==> src/rtl/rc4_pkg.sv <==
// rtl/rc4_pkg.sv - shared types and widths for the RC4 pixel memory interface
package rc4_pkg;

    localparam int PIX_W  = 20;
    localparam int DATA_W = 32;

    typedef enum logic [1:0] {
        RC4_IDLE  = 2'b00,
        RC4_READ  = 2'b01,
        RC4_WRITE = 2'b10,
        RC4_RSVD  = 2'b11
    } rc4_mode_t;

    typedef enum logic [2:0] {
        ST_IDLE,
        ST_CHECK,
        ST_REQ,
        ST_RWAIT,
        ST_RESP,
        ST_GAP
    } rc4_state_t;

endpackage

==> src/rtl/rc4_pixel_mem_if.sv <==
// rtl/rc4_pixel_mem_if.sv - turns RC4 pixel read/write requests into single SRAM word transactions
module rc4_pixel_mem_if
    import rc4_pkg::*;
#(
    parameter int                ADDR_W   = 32,
    parameter logic [ADDR_W-1:0] SRC_BASE = ADDR_W'(32'h0000_0000),
    parameter logic [ADDR_W-1:0] DST_BASE = ADDR_W'(32'h0010_0000)
) (
    input  logic              clk,
    input  logic              rst_i,
    input  logic [PIX_W-1:0]  img_width_i,
    input  logic [PIX_W-1:0]  img_hight_i,
    input  logic [1:0]        rc4_mode_i,
    input  logic [PIX_W-1:0]  rc4_pix_num_i,
    input  logic [DATA_W-1:0] rc4_wdata_i,
    output logic [DATA_W-1:0] rc4_rdata_o,
    output logic              rc4_dfb_o,
    output logic              rc4_err_o,
    output logic              mem_req_o,
    output logic              mem_we_o,
    output logic [ADDR_W-1:0] mem_addr_o,
    output logic [DATA_W-1:0] mem_wdata_o,
    input  logic              mem_gnt_i,
    input  logic              mem_rvalid_i,
    input  logic [DATA_W-1:0] mem_rdata_i
);

    localparam int LIM_W = 2 * PIX_W;

    rc4_state_t        state;
    rc4_state_t        state_nxt;
    rc4_mode_t         mode_in;
    rc4_mode_t         mode_q;
    logic [PIX_W-1:0]  pix_q;
    logic [DATA_W-1:0] wdata_q;
    logic [ADDR_W-1:0] addr_q;
    logic [LIM_W-1:0]  limit_q;
    logic [DATA_W-1:0] rdata_q;
    logic              err_q;
    logic              rsvd_dfb_q;
    logic              range_bad;
    logic [PIX_W-1:0]  pix_cnt;

    assign mode_in = rc4_mode_t'(rc4_mode_i);

    // Index is rejected when it lies beyond the image or the image is empty
    always_comb begin
        range_bad = (limit_q == '0) || ({{PIX_W{1'b0}}, pix_q} >= limit_q);
    end

    // State register
    always_ff @(posedge clk) begin
        if (rst_i) begin
            state <= ST_IDLE;
        end else begin
            state <= state_nxt;
        end
    end

    // Next-state decode and bus/handshake outputs
    always_comb begin
        state_nxt   = state;
        mem_req_o   = 1'b0;
        mem_we_o    = 1'b0;
        rc4_dfb_o   = rsvd_dfb_q;
        case (state)
            ST_IDLE: begin
                if (mode_in == RC4_READ || mode_in == RC4_WRITE) begin
                    state_nxt = ST_CHECK;
                end else if (mode_in == RC4_RSVD) begin
                    state_nxt = ST_GAP;
                end
            end
            ST_CHECK: state_nxt = range_bad ? ST_RESP : ST_REQ;
            ST_REQ: begin
                mem_req_o = 1'b1;
                mem_we_o  = (mode_q == RC4_WRITE);
                if (mem_gnt_i) begin
                    state_nxt = (mode_q == RC4_WRITE) ? ST_RESP : ST_RWAIT;
                end
            end
            ST_RWAIT: begin
                if (mem_rvalid_i) begin
                    state_nxt = ST_RESP;
                end
            end
            ST_RESP: begin
                rc4_dfb_o = 1'b1;
                state_nxt = ST_GAP;
            end
            ST_GAP:  state_nxt = ST_IDLE;
            default: state_nxt = ST_IDLE;
        endcase
    end

    // Request latching, limit multiply, address build, read capture, error and write count
    always_ff @(posedge clk) begin
        if (rst_i) begin
            mode_q     <= RC4_IDLE;
            pix_q      <= '0;
            wdata_q    <= '0;
            addr_q     <= '0;
            limit_q    <= '0;
            rdata_q    <= '0;
            err_q      <= 1'b0;
            rsvd_dfb_q <= 1'b0;
            pix_cnt    <= '0;
        end else begin
            limit_q    <= LIM_W'(img_width_i) * LIM_W'(img_hight_i);
            rsvd_dfb_q <= 1'b0;
            case (state)
                ST_IDLE: begin
                    if (mode_in == RC4_READ || mode_in == RC4_WRITE) begin
                        mode_q  <= mode_in;
                        pix_q   <= rc4_pix_num_i;
                        wdata_q <= rc4_wdata_i;
                    end else if (mode_in == RC4_RSVD) begin
                        err_q      <= 1'b1;
                        rsvd_dfb_q <= 1'b1;
                    end
                end
                ST_CHECK: begin
                    if (range_bad) begin
                        err_q   <= 1'b1;
                        rdata_q <= '0;
                    end else begin
                        addr_q <= ((mode_q == RC4_WRITE) ? DST_BASE : SRC_BASE)
                                  + ADDR_W'({pix_q, 2'b00});
                    end
                end
                ST_REQ: begin
                    if (mem_gnt_i && mode_q == RC4_WRITE) begin
                        pix_cnt <= pix_cnt + 1'b1;
                    end
                end
                ST_RWAIT: begin
                    if (mem_rvalid_i) begin
                        rdata_q <= mem_rdata_i;
                    end
                end
                default: ;
            endcase
        end
    end

    assign rc4_rdata_o = rdata_q;
    assign rc4_err_o   = err_q;
    assign mem_addr_o  = addr_q;
    assign mem_wdata_o = wdata_q;

endmodule

==> config.mk <==
export PLATFORM = sky130hd
export DESIGN_NAME = rc4_pixel_mem_if
export DESIGN_NICKNAME = d
export VERILOG_FILES = /design/src/rtl/rc4_pkg.sv /design/src/rtl/rc4_pixel_mem_if.sv
export SDC_FILE = /design/constraint.sdc
export NUM_CORES = 1
export LEC_CHECK = 0
export CORE_MARGIN = 10
export CORE_UTILIZATION = 30
export DETAILED_ROUTE_END_ITERATION = 10
export PLACE_DENSITY = 0.49
export SLEW_MARGIN = 10
export SYNTH_ARGS = -nofsm -noshare
export SYNTH_HDL_FRONTEND = slang
export SYNTH_SLANG_ARGS = --single-unit
==> constraint.sdc <==
create_clock -name clk -period 16 [get_ports clk]
set_clock_uncertainty 0.1 [all_clocks]
set_input_delay 1.6 -clock clk [delete_from_list [all_inputs] [get_ports clk]]
set_output_delay 1.6 -clock clk [all_outputs]
set_load 0.05 [all_outputs]
==> results of run 1 <==
sequential cells by signal, summed over array words and instances, names as in the netlist:
name,cells
limit_q,40
mem_addr_o,21
mem_wdata_o,32
mode_q,2
pix_q,20
rc4_err_o,1
rc4_rdata_o,32
rsvd_dfb_q,1
state,3
metrics by stage:
| stage | setup WS (ps) | instance area, um2 | cells | hold WS, ps | utilization |
|---|---|---|---|---|---|
| 5_1_grt | 6850 | 22500 | 3115 | 370 | 0.357 |
| 3_3_place_gp | 6770 | 21800 | 3083 | 338 | 0.347 |
| 4_1_cts | 7250 | 22500 | 3115 | 355 | 0.357 |
| 2_1_floorplan | 8310 | 19100 | 2150 | 332 | - |
| 6_report | 7140 | 22500 | 3115 | 352 | 0.357 |
| 3_5_place_dp | 6770 | 21800 | 3083 | 346 | 0.347 |
path summary, 6_finish.rpt:
check | slack (ps) | depth (start not counted) | startpoint | endpoint
setup / recovery | 7140 | 24 | img_width_i[9] | limit_q[38]$_SDFF_PP0_
setup reg to reg | 13090 | 11 | limit_q[17]$_SDFF_PP0_ | rc4_rdata_o[26]$_SDFFE_PP0P_
hold / removal | 350 | 2 | mode_q[1]$_SDFFE_PP0P_ | mode_q[1]$_SDFFE_PP0P_
hold reg to reg | 350 | 2 | mode_q[1]$_SDFFE_PP0P_ | mode_q[1]$_SDFFE_PP0P_
worst register-to-register path, cell delays in order (launching register included):
cell and delay, ps:
dfxtp_1 350, inv_1 50, ha_1 280, a21o_1 160, a21o_1 160, a221oi_1 420
o211ai_1 170, a21oi_2 270, o21ai_1 140, a31oi_2 160, buf_4 370, a22o_1 220
final cells by class:
cell class | count | area share
inverter | 370 | 0.0618
multi-input combinational | 1487 | 0.627
timing repair buffer | 228 | 0.100
clock inverter | 11 | 0.00696
sequential | 152 | 0.135
tap | 846 | 0.0471
clock buffer | 21 | 0.0214
metal layers:
layer | vias up | GRT usage
met4 | 2 | 0.0338
met1 | 7098 | 0.200
li1 | 6769 | -
met2 | 360 | 0.245
met5 | - | 0
met3 | 49 | 0.0206
cell usage in the layout, fill, tap and decap left out, types with 3 or more instances in the layout:
cell and count:
a211oi_1 7, a21o_1 29, a21oi_1 94, a21oi_2 3
a22o_1 32, a31oi_1 5, and2_1 216, and3_1 8
buf_4 11, bufinv_16 3, clkbuf_16 17, clkbuf_8 4
clkdlybuf4s50_1 217, conb_1 11, dfxtp_1 152, fa_1 320
ha_1 174, inv_1 370, inv_6 3, mux2i_1 21
nand2_1 322, nand2b_1 5, nand3_1 12, nand4_1 11
nor2_1 76, nor2b_1 11, nor3_1 6, nor4_1 13
o211ai_1 7, o21a_1 3, o21ai_0 14, o21ai_1 6
o21bai_1 6, xnor2_1 22, xor2_1 12
kinds of logic (layout without fill, tap and decap cells):
family | count (synthesis) | after routing | share of synthesized area
simple gates | 694 | 694 | 0.175
buf+inv | 511 | 630 | 0.104
fa+ha+maj | 494 | 494 | 0.450
compound gates | 230 | 230 | 0.0815
flops | 152 | 152 | 0.160
xor+xnor | 34 | 34 | 0.0156
mux | 24 | 24 | 0.0132
other cells | 1 | 11 | 0.000197
==> impl_metrics.env, run 1 <==
export IMPL_worst_pin_slew_ps=1080
export IMPL_route_met3_wl_mm=2.29
export IMPL_crit_chain="clkdlybuf4s50_1 -> and2_1 -> fa_1 -> fa_1 -> inv_1 -> fa_1 -> inv_1 -> fa_1 -> inv_1 -> fa_1 -> inv_1 -> fa_1 -> inv_1 -> fa_1 -> inv_1 -> ha_1 -> a21oi_1 -> o21ai_1 -> a22oi_1 -> nand4b_1 -> a31oi_2 -> a21oi_1 -> a211oi_1 -> mux2_1"
export IMPL_wl_met2_mm=25.0
export IMPL_dieWidth_um=272
export IMPL_coreArea_mm2=0.0630
export IMPL_fin_crit_sh=0.554
export IMPL_die_h_um=272
export IMPL_crit_top_cell="fa_1"
export IMPL_crit_fanout=20
export IMPL_grtUsageTotal=0.147
export IMPL_max_stage_delay_ps=920
export IMPL_fillerInstances=6519
export IMPL_gp_congestion=0.855
export IMPL_ant_nets=0
export IMPL_ys_ff_latch=152
export IMPL_cts_buffer_depth=2
export IMPL_area_growth_pct=17.9
export IMPL_first_global_vias=15500
export IMPL_multi_input_area_mm2=0.0141
export IMPL_synth_top_area_frac=0.336
export IMPL_cap_violations=0
export IMPL_dpl_hpwl_mm=43.2
export IMPL_yosysTopAreaCell="fa_1"
export IMPL_drc=0
export IMPL_setup_viol=0
export IMPL_root_buffer="clkbuf_16"
export IMPL_fin_nets=2880
export IMPL_vias=14300
export IMPL_synthCells=2140
export IMPL_cpMaxStageDelayCell="clkdlybuf4s50_1"
export IMPL_ctsHoldBuffers=0
export IMPL_m1WireLength_mm=26.1
export IMPL_postCtsSetupBuffers=0
export IMPL_ios=230
export IMPL_grt_max_degree=90
export IMPL_grt_pass1_wl_mm=87.0
export IMPL_grt_ovfl_total=0
export IMPL_grt_antenna_before_repair=1
export IMPL_status="finished, final reports clean"
export IMPL_max_slew_margin=0.277
export IMPL_h_tree_depth=4
export IMPL_fin_crit_ps=8860
export IMPL_ys_seq_area_frac=0.160
export IMPL_path_class="in2reg"
export IMPL_synthFlopType="dfxtp_1"
export IMPL_diodes=0
export IMPL_synth_edf_count=0
export IMPL_yosys_top_cells_count="inv_1, nand2_1, fa_1, and2_1, ha_1"
export IMPL_rsz0062_at_grt="no"
export IMPL_synth_cell_types=66
export IMPL_synth_most_common_cell="inv_1"
export IMPL_cts_buffers=17
export IMPL_drive_above_1_share=0.0278
export IMPL_crit_required_ps=16210
export IMPL_slew_violations=0
export IMPL_syn_area_mm2=0.0191
export IMPL_highest_layer="met5"
export IMPL_worstPathArrival_ps=9070
export IMPL_portBuffers=218
export IMPL_die_area_mm2=0.0740
export IMPL_seq_area_mm2=0.00304
export IMPL_hold_violations=0
export IMPL_yosysWarnings=0
export IMPL_crit_family="adder cells"
export IMPL_vias_per_cell=4.58
export IMPL_clk_latency_ps=440
export IMPL_syn_area_per_cell_um2=8.91
export IMPL_clk_pin_slew_ps=60
export IMPL_synthArstFlopShare=0
export IMPL_dr_pass1_iters=5
export IMPL_synth_area_top_cells="fa_1, dfxtp_1, ha_1, inv_1, and2_1"
export IMPL_fmax_ghz=0.113
export IMPL_cts_sinks=152
export IMPL_start_util=0.303
export IMPL_start_kind="input pin"
export IMPL_drt_iter0_markers=664
export IMPL_tns_ps=0
export IMPL_hp_class="reg2reg"
export IMPL_tritoncts="built"
export IMPL_cp_num_buf_inv=7
export IMPL_drt_wirelength_per_cell_um=17.4
export IMPL_endpoint_kind="register"
export IMPL_routed_wl_mm=54.2
export IMPL_num_rows=92
export IMPL_post_cts_resized=0
Power of run 1 is left out: the tool's default activity adds up to more than one toggle a clock period on the data nets, which glitch-free logic cannot reach.
==> run 2: changes to the inputs <==
--- a/config.mk
+++ b/config.mk
@@ -8,7 +8,7 @@
 export CORE_MARGIN = 10
 export CORE_UTILIZATION = 30
 export DETAILED_ROUTE_END_ITERATION = 10
-export PLACE_DENSITY = 0.49
+export PLACE_DENSITY = 0.51
 export SLEW_MARGIN = 10
 export SYNTH_ARGS = -nofsm -noshare
 export SYNTH_HDL_FRONTEND = slang
==> constraint.sdc (replaced) <==
create_clock -name clk -period 7.2 [get_ports clk]
set_clock_uncertainty 0.1 [all_clocks]
set_input_delay 0.72 -clock clk [delete_from_list [all_inputs] [get_ports clk]]
set_output_delay 0.72 -clock clk [all_outputs]
set_load 0.05 [all_outputs]
==> impl_metrics.env, run 2 (synthesized netlist as in run 1, its figures left out) <==
export IMPL_die_h_um=272
export IMPL_area_growth_pct=24.9
export IMPL_max_stage_delay_ps=550
export IMPL_dpl_cell_area_mm2=0.0231
export IMPL_drc=0
export IMPL_grtUsageTotal=0.148
export IMPL_grt_pass1_wl_mm=88.1
export IMPL_top_register="limit_q"
export IMPL_root_buffer="clkbuf_16"
export IMPL_ctsHoldBuffers=0
export IMPL_cts_sinks=152
export IMPL_clk_pin_slew_ps=70
export IMPL_vias_per_cell=4.53
export IMPL_fin_util=0.378
export IMPL_drt_iter0_markers=672
export IMPL_worst_pin_slew_ps=1190
export IMPL_path_class="in2reg"
export IMPL_startpoint="img_width_i[8]"
export IMPL_hp_class="reg2reg"
export IMPL_num_rows=92
export IMPL_min_delay_start="mode_q[1]$_SDFFE_PP0P_"
export IMPL_start_util=0.303
export IMPL_clk_latency_ps=440
export IMPL_fin_crit_ps=6940
export IMPL_grt_antenna_before_repair=0
export IMPL_cts_buffers=17
export IMPL_start_kind="input pin"
export IMPL_coreArea_mm2=0.0630
export IMPL_crit_required_ps=7400
export IMPL_cap_violations=0
export IMPL_endpoint_kind="register"
export IMPL_fin_crit_sh=0.964
export IMPL_dieWidth_um=272
export IMPL_drt_wirelength_per_cell_um=16.5
export IMPL_crit_fanout=6
export IMPL_largest_register_ffs=40
export IMPL_hold_violations=0
export IMPL_rsz0062_at_grt="no"
export IMPL_slew_violations=0
export IMPL_whs_ps=352
export IMPL_gp_congestion=0.881
export IMPL_cpMaxStageDelayCell="fa_1"
export IMPL_h_tree_depth=4
export IMPL_dr_pass1_iters=5
export IMPL_ant_nets=0
export IMPL_fmax_ghz=0.144
export IMPL_diodes=0
export IMPL_mostFrequentLayoutCells="inv_1, nand2_1, fa_1"
export IMPL_status="finished, final reports clean"
export IMPL_setup_viol=0
export IMPL_vias=14800
export IMPL_crit_top_cell="fa_1"
export IMPL_die_area_mm2=0.0740
export IMPL_tritoncts="built"
export IMPL_max_slew_margin=0.207
export IMPL_final_area_mm2=0.0238
export IMPL_cts_buffer_depth=2
export IMPL_reg2reg_from="limit_q[17]$_SDFF_PP0_"
export IMPL_portBuffers=218
export IMPL_worstPathArrival_ps=7140
export IMPL_drive_above_1_share=0.0956
export IMPL_fin_nets=3039
export IMPL_ios=230
export IMPL_routed_wl_mm=54.1
export IMPL_first_global_vias=16000
export IMPL_final_common_cell="inv_1"
export IMPL_grt_max_degree=64
export IMPL_dpl_hpwl_mm=46.5
export IMPL_grt_ovfl_total=0
## run 2: cell types whose count changed in the layout (fill, tap and decap cells not counted), sizes merged
cell           delta
buf             +159
clkdlybuf4s50     -8
dlymetal6s2s      +8
clkbuf            -2
bufinv            -1
clkinvlp          +1
inv               +1
## run 2: timing repair
action / in CTS / in global routing
buffers inserted: 0 / 1
endpoints found under the setup margin: 0 / 11
resized for setup: 0 / 21
## run 2: metrics by stage
step	setup TNS, ps	std cells	setup slack (ps)
CTS	0	3272	104
global placement	-1950	3241	-294
detailed placement	-3230	3241	-375
finish	0	3273	261
global route	0	3273	15.3
floorplan	0	2150	392
## run 2: critical path: cells and delay by family
kind	cells	cell delay [ps]
AO/OA/AOI/OAI	2	340
AND/OR/NAND/NOR	6	1010
buffers and inverters	8	1190
XOR/XNOR	1	140
adder cells (fa/ha/maj)	8	3740
## run 2: final cells by class
| class | count | area [um2] |
|---|---|---|
| inverter | 370 | 1390 |
| sequential | 152 | 3040 |
| timing repair buffer | 387 | 3570 |
| clock buffer | 19 | 453 |
| clock inverter | 12 | 139 |
| tap | 846 | 1060 |
| multi-input combinational | 1487 | 14200 |
| fill | 6437 | 39200 |
## run 2: final timing paths
path                             endpoint  slack [ps]  depth (start not counted)
max reg2reg  rc4_rdata_o[17]$_SDFFE_PP0P_        4350                         11
min reg2reg        mode_q[1]$_SDFFE_PP0P_         350                          2
min                mode_q[1]$_SDFFE_PP0P_         350                          2
max                limit_q[32]$_SDFF_PP0_         260                         25
## run 2: metal layers
| metal | share of wire | GRT usage | vias to the layer above |
|---|---|---|---|
| li1 | - | - | 7103 |
| met1 | 0.45 | 0.190 | 7355 |
| met2 | 0.49 | 0.259 | 330 |
| met3 | 0.039 | 0.0200 | 47 |
| met4 | 0.019 | 0.0360 | 0 |
| met5 | 0 | 0 | - |
Power of run 2 is left out for the same reason.
==> run 3: changes to the inputs <==
--- a/config.mk
+++ b/config.mk
@@ -8,7 +8,7 @@
 export CORE_MARGIN = 10
 export CORE_UTILIZATION = 30
 export DETAILED_ROUTE_END_ITERATION = 10
-export PLACE_DENSITY = 0.51
+export PLACE_DENSITY = 0.48
 export SLEW_MARGIN = 10
 export SYNTH_ARGS = -nofsm -noshare
 export SYNTH_HDL_FRONTEND = slang
==> impl_metrics.env, run 3 (synthesized netlist as in run 1, its figures left out) <==
export IMPL_cpMaxStageDelayCell="clkdlybuf4s50_1"
export IMPL_worst_pin_slew_ps=1130
export IMPL_min_path_cells=2
export IMPL_fin_crit_sh=0.969
export IMPL_fmax_ghz=0.143
export IMPL_whs_ps=354
export IMPL_ios=230
export IMPL_start_kind="input pin"
export IMPL_dpl_cell_area_mm2=0.0231
export IMPL_tns_ps=0
export IMPL_root_buffer="clkbuf_16"
export IMPL_start_util=0.303
export IMPL_rr_worst_depth=10
export IMPL_grt_max_degree=70
export IMPL_dieWidth_um=272
export IMPL_dpl_hpwl_mm=46.8
export IMPL_vias=14700
export IMPL_top_register="limit_q"
export IMPL_final_area_mm2=0.0237
export IMPL_grtUsageTotal=0.147
export IMPL_ctsHoldBuffers=0
export IMPL_endpoint_kind="register"
export IMPL_path_class="in2reg"
export IMPL_grt_pass1_wl_mm=87.8
export IMPL_routed_wl_mm=54.2
export IMPL_cts_sinks=152
export IMPL_drc=0
export IMPL_die_h_um=272
export IMPL_crit_top_cell="fa_1"
export IMPL_coreArea_mm2=0.0630
export IMPL_mostFrequentLayoutCells="inv_1, nand2_1, fa_1"
export IMPL_max_stage_delay_ps=560
export IMPL_drt_wirelength_per_cell_um=16.6
export IMPL_largest_register_ffs=40
export IMPL_fin_nets=3038
export IMPL_max_slew_margin=0.246
export IMPL_num_rows=92
export IMPL_die_area_mm2=0.0740
export IMPL_hp_class="reg2reg"
export IMPL_first_global_vias=16100
export IMPL_worstPathArrival_ps=7200
export IMPL_cts_buffers=17
export IMPL_crit_required_ps=7420
export IMPL_clk_latency_ps=440
export IMPL_cap_violations=0
export IMPL_setup_viol=0
export IMPL_status="finished, final reports clean"
export IMPL_area_growth_pct=24.5
export IMPL_slew_violations=0
export IMPL_cts_buffer_depth=2
export IMPL_ant_nets=0
export IMPL_vias_per_cell=4.50
export IMPL_drt_iter0_markers=619
export IMPL_fillerInstances=6470
export IMPL_grt_antenna_before_repair=0
export IMPL_gp_congestion=0.893
export IMPL_final_common_cell="inv_1"
export IMPL_portBuffers=218
export IMPL_crit_fanout=8
export IMPL_clk_pin_slew_ps=70
export IMPL_grt_ovfl_total=0
export IMPL_hold_violations=0
export IMPL_crit_chain="clkdlybuf4s50_1 -> and2_1 -> fa_1 -> inv_1 -> fa_1 -> fa_1 -> inv_1 -> fa_1 -> fa_1 -> fa_1 -> inv_1 -> fa_1 -> inv_1 -> ha_1 -> nand4_1 -> o311ai_1 -> o221ai_1 -> nand4b_1 -> a31oi_2 -> a21oi_1 -> a211oi_1 -> mux2_1"
export IMPL_drive_above_1_share=0.0935
export IMPL_fin_crit_ps=6980
export IMPL_dr_pass1_iters=5
export IMPL_tritoncts="built"
export IMPL_diodes=0
export IMPL_h_tree_depth=4
## run 3: layer usage
| metal | vias to the layer above | global-route usage | wire length [um] |
|---|---|---|---|
| met5 | - | 0 | 0 |
| met4 | 0 | 0.0338 | 746 |
| met3 | 35 | 0.0197 | 1670 |
| met2 | 254 | 0.255 | 26200 |
| met1 | 7343 | 0.192 | 25600 |
| li1 | 7101 | - | - |
## run 3: path summary, 6_finish.rpt
| check | startpoint | end | slack [ps] |
|---|---|---|---|
| setup / recovery | img_width_i[12] | limit_q[38]$_SDFF_PP0_ | 220 |
| hold / removal | mem_wdata_o[29]$_SDFFE_PP0P_ | mem_wdata_o[29]$_SDFFE_PP0P_ | 350 |
| setup reg to reg | pix_q[17]$_SDFFE_PP0P_ | mem_addr_o[10]$_SDFFE_PP0P_ | 4210 |
| hold reg to reg | mem_wdata_o[29]$_SDFFE_PP0P_ | mem_wdata_o[29]$_SDFFE_PP0P_ | 350 |
## run 3: final cells by class
| class | instances | area, um2 | area share |
|---|---|---|---|
| clock buffers | 21 | 470 | 0.0198 |
| clock inverters | 11 | 104 | 0.00438 |
| inverters | 370 | 1390 | 0.0585 |
| multi-input cells | 1487 | 14100 | 0.596 |
| flip-flops and latches | 152 | 3040 | 0.128 |
| well taps | 846 | 1060 | 0.0446 |
| repair buffers | 386 | 3530 | 0.149 |
## run 3: repair_timing
action	4_1_cts	5_1_grt
resized for setup	0	10
setup buffers	0	1
endpoints found under the setup margin	0	9
## run 3: worst max-delay path, delay by kind of cell
kind                       cells  cell delay (ps)
buffers and inverters          5              770
AOI/OAI and AO/OA              5              940
muxes                          1              340
adders and majority gates      8             3830
and+or+nand+nor                3              590
## run 3: stage by stage
step / utilization / setup WS [ps] / cells
global placement: 0.367 / -218 / 3240
detailed placement: 0.367 / -350 / 3240
global route: 0.377 / -5.85 / 3273
floorplan: - / 392 / 2150
CTS: 0.376 / 128 / 3272
finish: 0.377 / 222 / 3273
Power of run 3 is left out for the same reason.
